File: config.mk
export PLATFORM = sky130hd
export DESIGN_NAME = mult_simd_unpack_acc_flat
export DESIGN_NICKNAME = d
export VERILOG_FILES = /design/src/rtl/mult_simd_unpack_acc_if.sv /design/src/rtl/mult_simd_unpack_acc.sv /design/src/flat_wrapper.sv
export SDC_FILE = /design/constraint.sdc
export NUM_CORES = 1
export LEC_CHECK = 0
export BUFFER_PORTS_ARGS = -buffer_cell sky130_fd_sc_hd__buf_4
export CORE_MARGIN = 3
export CORE_UTILIZATION = 57
export DETAILED_ROUTE_END_ITERATION = 10
export PLACE_DENSITY_LB_ADDON = 0.2
export SETUP_SLACK_MARGIN = 0.1
export SYNTH_ARGS = -nofsm -noshare
export SYNTH_HDL_FRONTEND = slang
export SYNTH_SLANG_ARGS = --single-unit
File: constraint.sdc
create_clock -name apClk -period 4.4 [get_ports apClk]
set_clock_uncertainty 0.15 [all_clocks]
set_input_delay 0.44 -clock apClk [delete_from_list [all_inputs] [get_ports apClk]]
set_output_delay 0.44 -clock apClk [all_outputs]
set_load 0.05 [all_outputs]
File: src/rtl/mult_simd_unpack_acc_if.sv
// Handshake bundle between the DSP multiply stage, the packed accumulator and
// the convolution output stream.
interface mult_simd_unpack_acc_if #(
  parameter int OUT_W = 18
);
  logic [47:0]      p_in;
  logic             p_apVld;
  logic             p_apRdy;
  logic [OUT_W-1:0] lo_out;
  logic [OUT_W-1:0] hi_out;
  logic             out_apVld;
  logic             out_apRdy;
  logic             apIdle;

  // Environment side: feeds products and consumes lane results
  modport master (
    output p_in, p_apVld, out_apRdy,
    input  p_apRdy, lo_out, hi_out, out_apVld, apIdle
  );

  // Accumulator side
  modport slave (
    input  p_in, p_apVld, out_apRdy,
    output p_apRdy, lo_out, hi_out, out_apVld, apIdle
  );
endinterface

File: src/rtl/mult_simd_unpack_acc.sv
// Packed two-lane SIMD accumulator. Sums ACC_LEN packed product words
// (a*b)*2^18 + (d*b) and splits the total into signed low and high lane
// results, correcting the borrow that a negative low lane pushes into the
// high lane.
module mult_simd_unpack_acc #(
  parameter int ACC_LEN = 4,
  parameter int OUT_W   = 18
) (
  input  logic                   apClk,
  input  logic                   apRstN,
  input  logic                   apCE,
  mult_simd_unpack_acc_if.slave  bus
);

  localparam logic [2:0] LAST_IDX = 3'(ACC_LEN - 1);

  typedef enum logic {
    ACCUM,
    LAST
  } state_t;

  logic [2:0]       cnt_q, cnt_d;
  logic [47:0]      acc_q, acc_d;
  logic [OUT_W-1:0] lo_q, lo_d;
  logic [OUT_W-1:0] hi_q, hi_d;
  logic             vld_q, vld_d;

  state_t      state;
  logic        p_rdy;
  logic        accept;
  logic        out_xfer;
  logic [47:0] sum;

  // The group position alone decides whether the next word closes the group
  always_comb begin
    state = (cnt_q == LAST_IDX) ? LAST : ACCUM;
  end

  // Handshake qualifiers and the running packed sum including the offered word
  always_comb begin
    p_rdy    = ~((state == LAST) & vld_q & ~bus.out_apRdy);
    accept   = bus.p_apVld & p_rdy & apCE;
    out_xfer = vld_q & bus.out_apRdy & apCE;
    sum      = (cnt_q == 3'd0) ? bus.p_in : (acc_q + bus.p_in);
  end

  // Next-state: accumulate, or close the group and unpack both lanes
  always_comb begin
    cnt_d = cnt_q;
    acc_d = acc_q;
    lo_d  = lo_q;
    hi_d  = hi_q;
    vld_d = vld_q;
    if (out_xfer) begin
      vld_d = 1'b0;
    end
    if (accept) begin
      case (state)
        ACCUM: begin
          acc_d = sum;
          cnt_d = cnt_q + 3'd1;
        end
        LAST: begin
          acc_d = sum;
          lo_d  = sum[OUT_W-1:0];
          hi_d  = sum[2*OUT_W-1:OUT_W] + {{(OUT_W-1){1'b0}}, sum[OUT_W-1]};
          vld_d = 1'b1;
          cnt_d = 3'd0;
        end
        default: begin
          cnt_d = 3'd0;
        end
      endcase
    end
  end

  // State registers with synchronous active-low reset
  always_ff @(posedge apClk) begin
    if (!apRstN) begin
      cnt_q <= 3'd0;
      acc_q <= 48'd0;
      lo_q  <= '0;
      hi_q  <= '0;
      vld_q <= 1'b0;
    end else begin
      cnt_q <= cnt_d;
      acc_q <= acc_d;
      lo_q  <= lo_d;
      hi_q  <= hi_d;
      vld_q <= vld_d;
    end
  end

  assign bus.p_apRdy   = p_rdy;
  assign bus.lo_out    = lo_q;
  assign bus.hi_out    = hi_q;
  assign bus.out_apVld = vld_q;
  assign bus.apIdle    = (cnt_q == 3'd0) & ~vld_q & ~bus.p_apVld;

endmodule
File: src/flat_wrapper.sv
// flat-port wrapper written by rule: the top's interface ports become plain ports
module mult_simd_unpack_acc_flat 
#(
  parameter int ACC_LEN = 4,
  parameter int OUT_W   = 18
)
  (apClk, apRstN, apCE, bus_p_in, bus_p_apVld, bus_out_apRdy, bus_p_apRdy, bus_lo_out, bus_hi_out, bus_out_apVld, bus_apIdle);
  mult_simd_unpack_acc_if #(.OUT_W(OUT_W)) bus_i ();
  input  logic apClk;
  input  logic apRstN;
  input  logic apCE;
  input wire logic [$bits(bus_i.p_in)-1:0] bus_p_in;
  input wire logic [$bits(bus_i.p_apVld)-1:0] bus_p_apVld;
  input wire logic [$bits(bus_i.out_apRdy)-1:0] bus_out_apRdy;
  output wire logic [$bits(bus_i.p_apRdy)-1:0] bus_p_apRdy;
  output wire logic [$bits(bus_i.lo_out)-1:0] bus_lo_out;
  output wire logic [$bits(bus_i.hi_out)-1:0] bus_hi_out;
  output wire logic [$bits(bus_i.out_apVld)-1:0] bus_out_apVld;
  output wire logic [$bits(bus_i.apIdle)-1:0] bus_apIdle;
  assign bus_i.p_in = bus_p_in;
  assign bus_i.p_apVld = bus_p_apVld;
  assign bus_i.out_apRdy = bus_out_apRdy;
  assign bus_p_apRdy = bus_i.p_apRdy;
  assign bus_lo_out = bus_i.lo_out;
  assign bus_hi_out = bus_i.hi_out;
  assign bus_out_apVld = bus_i.out_apVld;
  assign bus_apIdle = bus_i.apIdle;
  mult_simd_unpack_acc #(.ACC_LEN(ACC_LEN), .OUT_W(OUT_W)) u_core (.apClk(apClk), .apRstN(apRstN), .apCE(apCE), .bus(bus_i));
endmodule
==> flow_metrics.env, run 1 <==
export IMPL_status="finished, final reports clean"
export IMPL_path_class="reg -> reg"
export IMPL_ioPinCount=92
export IMPL_wl_per_cell_um=17.5
export IMPL_path_max_fanout=6
export IMPL_drt_initial_drc_count=359
export IMPL_root_buffer="clkbuf_8"
export IMPL_postCtsHoldBufs=0
export IMPL_cts_num_sinks=76
export IMPL_clk_latency_ps=350
export IMPL_drive_above_1_share_pct=16.9
export IMPL_synth_top_area_share_pct=28.0
export IMPL_vias_per_cell=6.12
export IMPL_synthCells=725
export IMPL_place_hpwl_um=12300
export IMPL_diodes=0
export IMPL_ant_nets=0
export IMPL_regArea_um2=1520
export IMPL_place_gp_congestion=0.914
export IMPL_area_delta_synth_final_pct=16.9
export IMPL_yosysUniqueCellTypes=65
export IMPL_first_global_vias=5461
export IMPL_r2r_start="u_core.acc_q[4]$_SDFFE_PN0P_"
export IMPL_synth_top_cell_by_area="dfxtp_1"
export IMPL_design_area_um2=6350
export IMPL_reg2reg_to="u_core.bus.hi_out[14]$_SDFFE_PN0P_"
export IMPL_rsz0062_at_grt="no"
export IMPL_crit_end="u_core.bus.hi_out[14]$_SDFFE_PN0P_"
export IMPL_cts_setup_buffers=0
export IMPL_timing_slew_headroom_pct=23.3
export IMPL_power_density_nw_per_um2=294
export IMPL_grt_first_pass_wirelength_um=26100
export IMPL_cts_resized=0
export IMPL_startpoint="u_core.acc_q[4]$_SDFFE_PN0P_"
export IMPL_synthTopCellsByArea="dfxtp_1, ha_1, nor2_1"
export IMPL_yosysSeqAreaShare_pct=28.0
export IMPL_synth_edf_count=0
export IMPL_cts_buffer_depth=2
export IMPL_die_area_um2=10700
export IMPL_slew_violations=0
export IMPL_htreeDepth=3
export IMPL_cts_buffers_inserted=9
export IMPL_setup_violations=0
export IMPL_fin_nets=882
export IMPL_dpl_cell_area_um2=6150
export IMPL_drc=0
export IMPL_dr_pass1_iters=4
export IMPL_p_comb_share_pct=30.4
export IMPL_grt_start_max_net_pins=63
export IMPL_arrival_ps=4070
export IMPL_syn_area_um2=5440
export IMPL_via_count=5652
export IMPL_hold_viol_final=0
export IMPL_end_kind="register"
export IMPL_r2r_slack_ps=440
export IMPL_power_frac_seq_pct=38.9
export IMPL_core_um2=9240
export IMPL_io_buffer_count=79
export IMPL_yosys_warnings=0
export IMPL_fp_dieW_um=104
export IMPL_whs_ps=218
export IMPL_start_util_pct=58.8
export IMPL_cp_required_ps=4520
export IMPL_p_clk_share_pct=30.7
export IMPL_synth_area_per_cell_um2=7.50
export IMPL_routed_wl_um=16100
export IMPL_rows=35
export IMPL_period_needed_ps=3960
export IMPL_syn_num_nets=818
export IMPL_finalCritPeriodShare_pct=89.9
export IMPL_ys_flop_type="dfxtp_1"
export IMPL_power_leakage_uw=0.00257
export IMPL_fmax_mhz=253
export IMPL_hold_path_class="in -> reg"
export IMPL_tightest_slew_ps=1150
export IMPL_reg2regPathDepth=16
export IMPL_layout_common_cells="nor2_1, buf_4, nand2_1, dfxtp_1, a21oi_1"
export IMPL_ys_ff_latch=76
export IMPL_multiInputGateArea_um2=3740
export IMPL_overflow=0
export IMPL_antenna_found_initial=0
export IMPL_cts_tree="built"
export IMPL_peakVddDrop_uv=212
export IMPL_critPathLaunchType="register"
export IMPL_die_y_um=104
export IMPL_async_flop_share_pct=0
export IMPL_grt_use_total_pct=29.4
export IMPL_p_sw_uw=663
export IMPL_max_cap_violations=0
export IMPL_switching_share_pct=35.5
export IMPL_final_setup_tns_ps=0
export IMPL_nFillCells=791
export IMPL_internal_power_uw=1210
export IMPL_fin_util_pct=68.8
export IMPL_clkTransAtPathRegs_ps=90
export IMPL_layout_commonest_cell="nor2_1"
==> layout make-up <==
cell class              count  area share, %
repair buffers             92           10.9
multi-input cells         601           58.8
clock inverters             6           1.10
inverters                   9          0.532
flip-flops and latches     76           23.9
clock buffers              10           2.17
well taps                 129           2.54
==> logic make-up (layout without fill, tap and decap cells) <==
group / Yosys count / count (layout) / synth area share, %
AOI/OAI and AO/OA: 230 / 230 / 27.9
xor gates and xnor gates: 31 / 31 / 5.00
buffers and inverters: 48 / 117 / 3.34
muxes: 8 / 8 / 1.52
and+or+nand+nor: 292 / 292 / 24.9
DFF: 76 / 76 / 28.0
adders and majority gates: 40 / 40 / 9.35
==> layer usage <==
layer | global-route usage (%) | routed length (µm)
met4 | 19.0 | 984
met3 | 3.68 | 694
met5 | 0 | 0
met2 | 52.2 | 8130
met1 | 33.2 | 6340
==> how the worst min path moves through the flow <==
stage	start	endpoint	slack (ps)	depth (start not counted)
6_report	bus_out_apRdy	u_core.bus.out_apVld$_SDFF_PN0_	220	4
5_1_grt	bus_out_apRdy	u_core.bus.out_apVld$_SDFF_PN0_	230	4
4_1_cts	bus_out_apRdy	u_core.bus.out_apVld$_SDFF_PN0_	210	4
3_5_place_dp	u_core.bus.hi_out[2]$_SDFFE_PN0P_	u_core.bus.hi_out[2]$_SDFFE_PN0P_	300	2
3_3_place_gp	u_core.bus.hi_out[7]$_SDFFE_PN0P_	u_core.bus.hi_out[7]$_SDFFE_PN0P_	290	2
2_1_floorplan	u_core.cnt_q[2]$_SDFFE_PN0P_	u_core.cnt_q[2]$_SDFFE_PN0P_	280	2
==> flip-flops by register name, summed over array words and instances, names as in the netlist <==
| name | count |
|---|---|
| u_core.bus.hi_out | 18 |
| u_core.bus.out_apVld | 1 |
| u_core.cnt_q | 3 |
| u_core.bus.lo_out | 18 |
| u_core.acc_q | 36 |
==> power by group through the flow <==
stage	clock network (µW)	registers, µW	logic, µW
2_1_floorplan	0	740	397
3_3_place_gp	0	741	544
3_5_place_dp	0	743	558
4_1_cts	579	726	562
5_1_grt	606	729	627
6_report	574	727	570
==> Yosys cell counts (6+ instances only) <==
cell type and n:
ha_1 39, a21oi_1 67, xnor2_1 14, a211oi_1 43, nand4_1 11, o211ai_1 7
a31oi_1 6, nand3_1 19, clkbuf_1 32, dfxtp_1 76, o21a_1 8, nor3_1 26
buf_1 6, and3_1 6, a21o_1 12, inv_1 9, nand2_1 83, mux2i_1 6
nor2_1 111, o21ai_0 42, xor2_1 17
==> stage by stage <==
stage	power (µW)	worst slack, ps	std cells
finish	1870	443	923
global route	1960	104	923
CTS	1870	466	923
detailed placement	1300	224	907
global placement	1290	279	907
floorplan	1140	648	725
==> critical path, cell delays in order, from the launching register on <==
cell and delay [ps]:
dfxtp_1 330, ha_1 390, nand2_1 100, or3b_4 400, a2111o_1 490, a21oi_1 170
nor2_1 60, xor2_1 140, nand2_1 60, o21ai_0 160, inv_1 100, ha_1 200
ha_1 260, nand4_4 160, nor3_4 310, nand4_1 120, a311oi_1 270
Note: power is estimated with default switching activity, not from simulation.
==> inputs of run 2 (changes only) <==
==> constraint.sdc (replaced) <==
create_clock -name apClk -period 4.4 [get_ports apClk]
set_clock_uncertainty 0.15 [all_clocks]
set_input_delay 0.22 -clock apClk [delete_from_list [all_inputs] [get_ports apClk]]
set_output_delay 0.22 -clock apClk [all_outputs]
set_load 0.05 [all_outputs]
==> run 2 against run 1 <==
Setup slack lost 64 ps. Core utilization fell by 0.18 points. Cell count shrank 0.11%. Global-route usage fell by 0.22 points. Die area unchanged. Critical path depth did not move. Non-clock buffer count unchanged. Cell area fell by 0.26%. Routed wire length decreased by 1.3%. Critical path type unchanged. Critical endpoint unchanged. Largest cell class unchanged. Largest power group unchanged. Highest routed layer unchanged.
==> flow_metrics.env, run 2 (synthesis results as in run 1) <==
export IMPL_status="finished, final reports clean"
export IMPL_first_global_vias=5433
export IMPL_setup_violations=0
export IMPL_reg2regPathDepth=16
export IMPL_area_delta_synth_final_pct=16.6
export IMPL_grt_start_max_net_pins=63
export IMPL_whs_ps=13.7
export IMPL_cts_buffer_depth=2
export IMPL_largest_reg_flops=36
export IMPL_rows=35
export IMPL_fin_nets=882
export IMPL_overflow=0
export IMPL_crit_end="u_core.bus.hi_out[14]$_SDFFE_PN0P_"
export IMPL_htreeDepth=3
export IMPL_cts_tree="built"
export IMPL_finalCritPeriodShare_pct=91.4
export IMPL_cts_buffers_inserted=9
export IMPL_grt_first_pass_wirelength_um=25900
export IMPL_grt_use_total_pct=29.2
export IMPL_reg2reg_to="u_core.bus.hi_out[14]$_SDFFE_PN0P_"
export IMPL_io_buffer_count=79
export IMPL_drc=0
export IMPL_dpl_cell_area_um2=6140
export IMPL_path_max_fanout=6
export IMPL_place_gp_congestion=0.944
export IMPL_end_kind="register"
export IMPL_cts_resized=0
export IMPL_fmax_mhz=249
export IMPL_path_class="reg -> reg"
export IMPL_die_area_um2=10700
export IMPL_cts_num_sinks=76
export IMPL_ioPinCount=92
export IMPL_start_util_pct=58.8
export IMPL_layout_common_cells="nor2_1, buf_4, nand2_1, dfxtp_1, a21oi_1"
export IMPL_hold_depth=4
export IMPL_design_area_um2=6340
export IMPL_core_um2=9240
export IMPL_timing_slew_headroom_pct=24.1
export IMPL_switching_share_pct=35.5
export IMPL_slew_violations=0
export IMPL_arrival_ps=4130
export IMPL_power_leakage_uw=0.00257
export IMPL_ant_nets=0
export IMPL_vias_per_cell=6.13
export IMPL_drt_initial_drc_count=336
export IMPL_layout_commonest_cell="nor2_1"
export IMPL_power_frac_seq_pct=39.5
export IMPL_clkTransAtPathRegs_ps=90
export IMPL_top_register="u_core.acc_q"
export IMPL_p_sw_uw=655
export IMPL_diodes=0
export IMPL_hold_viol_final=0
export IMPL_clk_latency_ps=340
export IMPL_startpoint="u_core.acc_q[4]$_SDFFE_PN0P_"
export IMPL_final_setup_tns_ps=0
export IMPL_routed_wl_um=15900
export IMPL_via_count=5648
export IMPL_dr_pass1_iters=5
export IMPL_r2r_slack_ps=380
export IMPL_hold_path_class="in -> reg"
export IMPL_critPathLaunchType="register"
export IMPL_p_comb_share_pct=30.9
export IMPL_regArea_um2=1520
export IMPL_tightest_slew_ps=1140
export IMPL_max_cap_violations=0
export IMPL_die_y_um=104
export IMPL_drive_above_1_share_pct=16.6
export IMPL_wl_per_cell_um=17.3
export IMPL_antenna_found_initial=0
export IMPL_period_needed_ps=4020
export IMPL_power_density_nw_per_um2=291
export IMPL_place_hpwl_um=12100
export IMPL_internal_power_uw=1190
export IMPL_r2r_start="u_core.acc_q[4]$_SDFFE_PN0P_"
export IMPL_peakVddDrop_uv=190
export IMPL_nFillCells=816
export IMPL_root_buffer="clkbuf_8"
export IMPL_rsz0062_at_grt="no"
export IMPL_p_clk_share_pct=29.6
export IMPL_multiInputGateArea_um2=3740
export IMPL_fp_dieW_um=104
export IMPL_cp_required_ps=4510
run 2: metrics by stage:
stage / util, % / worst slack (ps) / instances / power [µW]
6_report: 68.6 / 379 / 922 / 1840
4_1_cts: 68.6 / 404 / 922 / 1840
3_5_place_dp: 66.4 / 392 / 906 / 1300
3_3_place_gp: 66.4 / 453 / 906 / 1280
2_1_floorplan: - / 792 / 725 / 1140
5_1_grt: 68.6 / 112 / 922 / 1940
run 2: area by class of cell:
| cell class | instances | share of cell area (%) |
|---|---|---|
| Clock buffer | 9 | 1.95 |
| Clock inverter | 6 | 1.03 |
| Sequential cell | 76 | 24.0 |
| Tap cell | 129 | 2.55 |
| Multi-Input combinational cell | 601 | 59.0 |
| Inverter | 9 | 0.533 |
| Timing Repair Buffer | 92 | 10.9 |
run 2: how the worst min path moves through the flow:
stage / start / endpoint
4_1_cts: apCE / u_core.bus.out_apVld$_SDFF_PN0_
5_1_grt: apCE / u_core.bus.out_apVld$_SDFF_PN0_
2_1_floorplan: apRstN / u_core.bus.hi_out[11]$_SDFFE_PN0P_
3_3_place_gp: u_core.bus.hi_out[7]$_SDFFE_PN0P_ / u_core.bus.hi_out[7]$_SDFFE_PN0P_
3_5_place_dp: u_core.acc_q[34]$_SDFFE_PN0P_ / u_core.acc_q[34]$_SDFFE_PN0P_
6_report: apCE / u_core.bus.out_apVld$_SDFF_PN0_
run 2: power groups by stage:
stage / logic [µW] / clock network [µW] / registers (µW)
6_report: 569 / 545 / 727
3_3_place_gp: 542 / 0 / 741
4_1_cts: 560 / 551 / 727
2_1_floorplan: 397 / 0 / 740
5_1_grt: 625 / 586 / 730
3_5_place_dp: 556 / 0 / 743
run 2: per-layer routing:
layer	vias up	GRT usage [%]	routed length [µm]	share of wire (%)
li1	2779	-	-	-
met1	2648	34.0	6510	41
met2	183	53.3	8140	51
met3	38	3.43	623	3.9
met4	0	13.8	661	4.1
met5	-	0	0	0
run 2: worst max-delay path, cell delays in order (launching register included):
cell,delay (ps)
dfxtp_1,320
ha_1,380
nand2_1,100
or3b_4,400
a2111o_1,490
a21oi_1,170
nor2_1,70
xor2_1,140
nand2_1,60
o21ai_0,180
inv_1,110
ha_1,200
ha_1,260
nand4_4,170
nor3_4,330
nand4_1,130
a311oi_1,270
run 2: repair_timing:
action | CTS | global route
hold buffers | 1 | 0
setup endpoints to repair | 0 | 0
setup buffers | 0 | 0
hold endpoints to repair | 1 | 0
==> inputs of run 3 (changes only) <==
REMOVE_ABC_BUFFERS = 1   (was unset)
==> run 3 against run 2 <==
First-iteration DRC count shrank 32%. Sequential share of layout area shrank 0.26 points. Setup slack lost 29 ps. Flip-flop and latch count is the same. Critical path type unchanged.
==> flow_metrics.env, run 3 (synthesis results as in run 1) <==
export IMPL_status="finished, final reports clean"
export IMPL_start_util_pct=58.8
export IMPL_peakVddDrop_uv=218
export IMPL_layout_common_cells="nor2_1, buf_4, nand2_1, dfxtp_1, a21oi_1"
export IMPL_period_needed_ps=4050
export IMPL_tightest_slew_ps=1180
export IMPL_top_register="u_core.acc_q"
export IMPL_max_cap_violations=0
export IMPL_rsz0062_at_grt="no"
export IMPL_antenna_found_initial=0
export IMPL_drive_above_1_share_pct=17.0
export IMPL_io_buffer_count=79
export IMPL_clkTransAtPathRegs_ps=80
export IMPL_grt_first_pass_wirelength_um=25700
export IMPL_place_gp_congestion=0.924
export IMPL_hold_path_class="in -> reg"
export IMPL_path_max_fanout=6
export IMPL_grt_start_max_net_pins=66
export IMPL_drt_initial_drc_count=230
export IMPL_place_hpwl_um=11500
export IMPL_finalCritPeriodShare_pct=92.0
export IMPL_layout_commonest_cell="nor2_1"
export IMPL_arrival_ps=4180
export IMPL_via_count=5652
export IMPL_fmax_mhz=247
export IMPL_critPathLaunchType="register"
export IMPL_wl_per_cell_um=17.2
export IMPL_clk_latency_ps=380
export IMPL_fin_nets=884
export IMPL_ioPinCount=92
export IMPL_stdcell_count=925
export IMPL_fp_dieW_um=104
export IMPL_timing_slew_headroom_pct=21.6
export IMPL_cts_buffers_inserted=9
export IMPL_dpl_cell_area_um2=6150
export IMPL_power_density_nw_per_um2=303
export IMPL_grt_use_total_pct=29.0
export IMPL_cts_num_sinks=76
export IMPL_path_class="reg -> reg"
export IMPL_overflow=0
export IMPL_drc=0
export IMPL_area_delta_synth_final_pct=17.9
export IMPL_diodes=0
export IMPL_power_leakage_uw=0.00260
export IMPL_vias_per_cell=6.11
export IMPL_root_buffer="clkbuf_8"
export IMPL_dpl_cell_count=907
export IMPL_ant_nets=0
export IMPL_slew_violations=0
export IMPL_first_global_vias=5486
export IMPL_htreeDepth=3
export IMPL_final_setup_tns_ps=0
export IMPL_cts_buffer_depth=2
export IMPL_dr_pass1_iters=5
export IMPL_die_area_um2=10700
export IMPL_die_y_um=104
export IMPL_core_um2=9240
export IMPL_rows=35
export IMPL_cp_required_ps=4530
export IMPL_design_area_um2=6410
export IMPL_routed_wl_um=15900
export IMPL_end_kind="register"
export IMPL_cts_tree="built"
export IMPL_setup_violations=0
export IMPL_cts_setup_buffers=0
export IMPL_largest_reg_flops=36
export IMPL_hold_viol_final=0
==> run 3: metrics by stage <==
step / hold slack, ps / util, % / total power (µW) / setup WS, ps
2_1_floorplan: 193 / - / 1130 / 73.5
3_3_place_gp: 292 / 66.5 / 1270 / 349
3_5_place_dp: 300 / 66.5 / 1290 / 250
4_1_cts: 0.867 / 69.3 / 1940 / 282
5_1_grt: 26.4 / 69.3 / 2030 / 139
6_report: 9.73 / 69.3 / 1940 / 350
==> run 3: what timing repair did <==
item	4_1_cts	5_1_grt
hold buffers	2	0
endpoints found under the setup margin	0	2
endpoints found under the hold margin	1	0
gates resized for setup	0	1
==> run 3: layout make-up <==
cell class                      count  area [µm²]
Clock buffer                       13         169
Clock inverter                      3        67.6
Fill cell                         821        2830
Inverter                            9        33.8
Multi-Input combinational cell    601        3740
Sequential cell                    76        1520
Tap cell                          129         161
Timing Repair Buffer               94         711
==> run 3: final timing paths <==
path	startpoint	end	slack, ps	cells past startpoint
worst max-delay path	u_core.acc_q[4]$_SDFFE_PN0P_	u_core.bus.hi_out[14]$_SDFFE_PN0P_	350	16
worst min-delay path	apRstN	u_core.cnt_q[2]$_SDFFE_PN0P_	10	3
worst max register to register	u_core.acc_q[4]$_SDFFE_PN0P_	u_core.bus.hi_out[14]$_SDFFE_PN0P_	350	16
worst min register to register	u_core.bus.hi_out[1]$_SDFFE_PN0P_	u_core.bus.hi_out[1]$_SDFFE_PN0P_	310	2
==> run 3: report_power, final <==
part | internal, µW | switching (µW)
registers | 712 | 14.7
logic | 214 | 347
clock network | 366 | 286
total | 1290 | 647
==> run 3: critical path: stages, from the launching register on <==
cell,delay [ps]
dfxtp_1,320
ha_1,380
nand2_1,100
or3b_4,390
a2111o_1,520
a21oi_1,190
nor2_1,60
xor2_1,150
nand2_1,70
o21ai_0,160
inv_1,110
ha_1,230
ha_2,260
nand4_4,160
nor3_4,270
nand4_1,130
a311oi_1,290
==> run 3: routing by layer <==
metal	global-route usage (%)	part of all wire, %	vias to the layer above
met5	0	0	-
met4	14.0	3.1	0
met2	52.3	50	153
li1	-	-	2782
met1	33.2	42	2676
met3	4.98	4.5	41
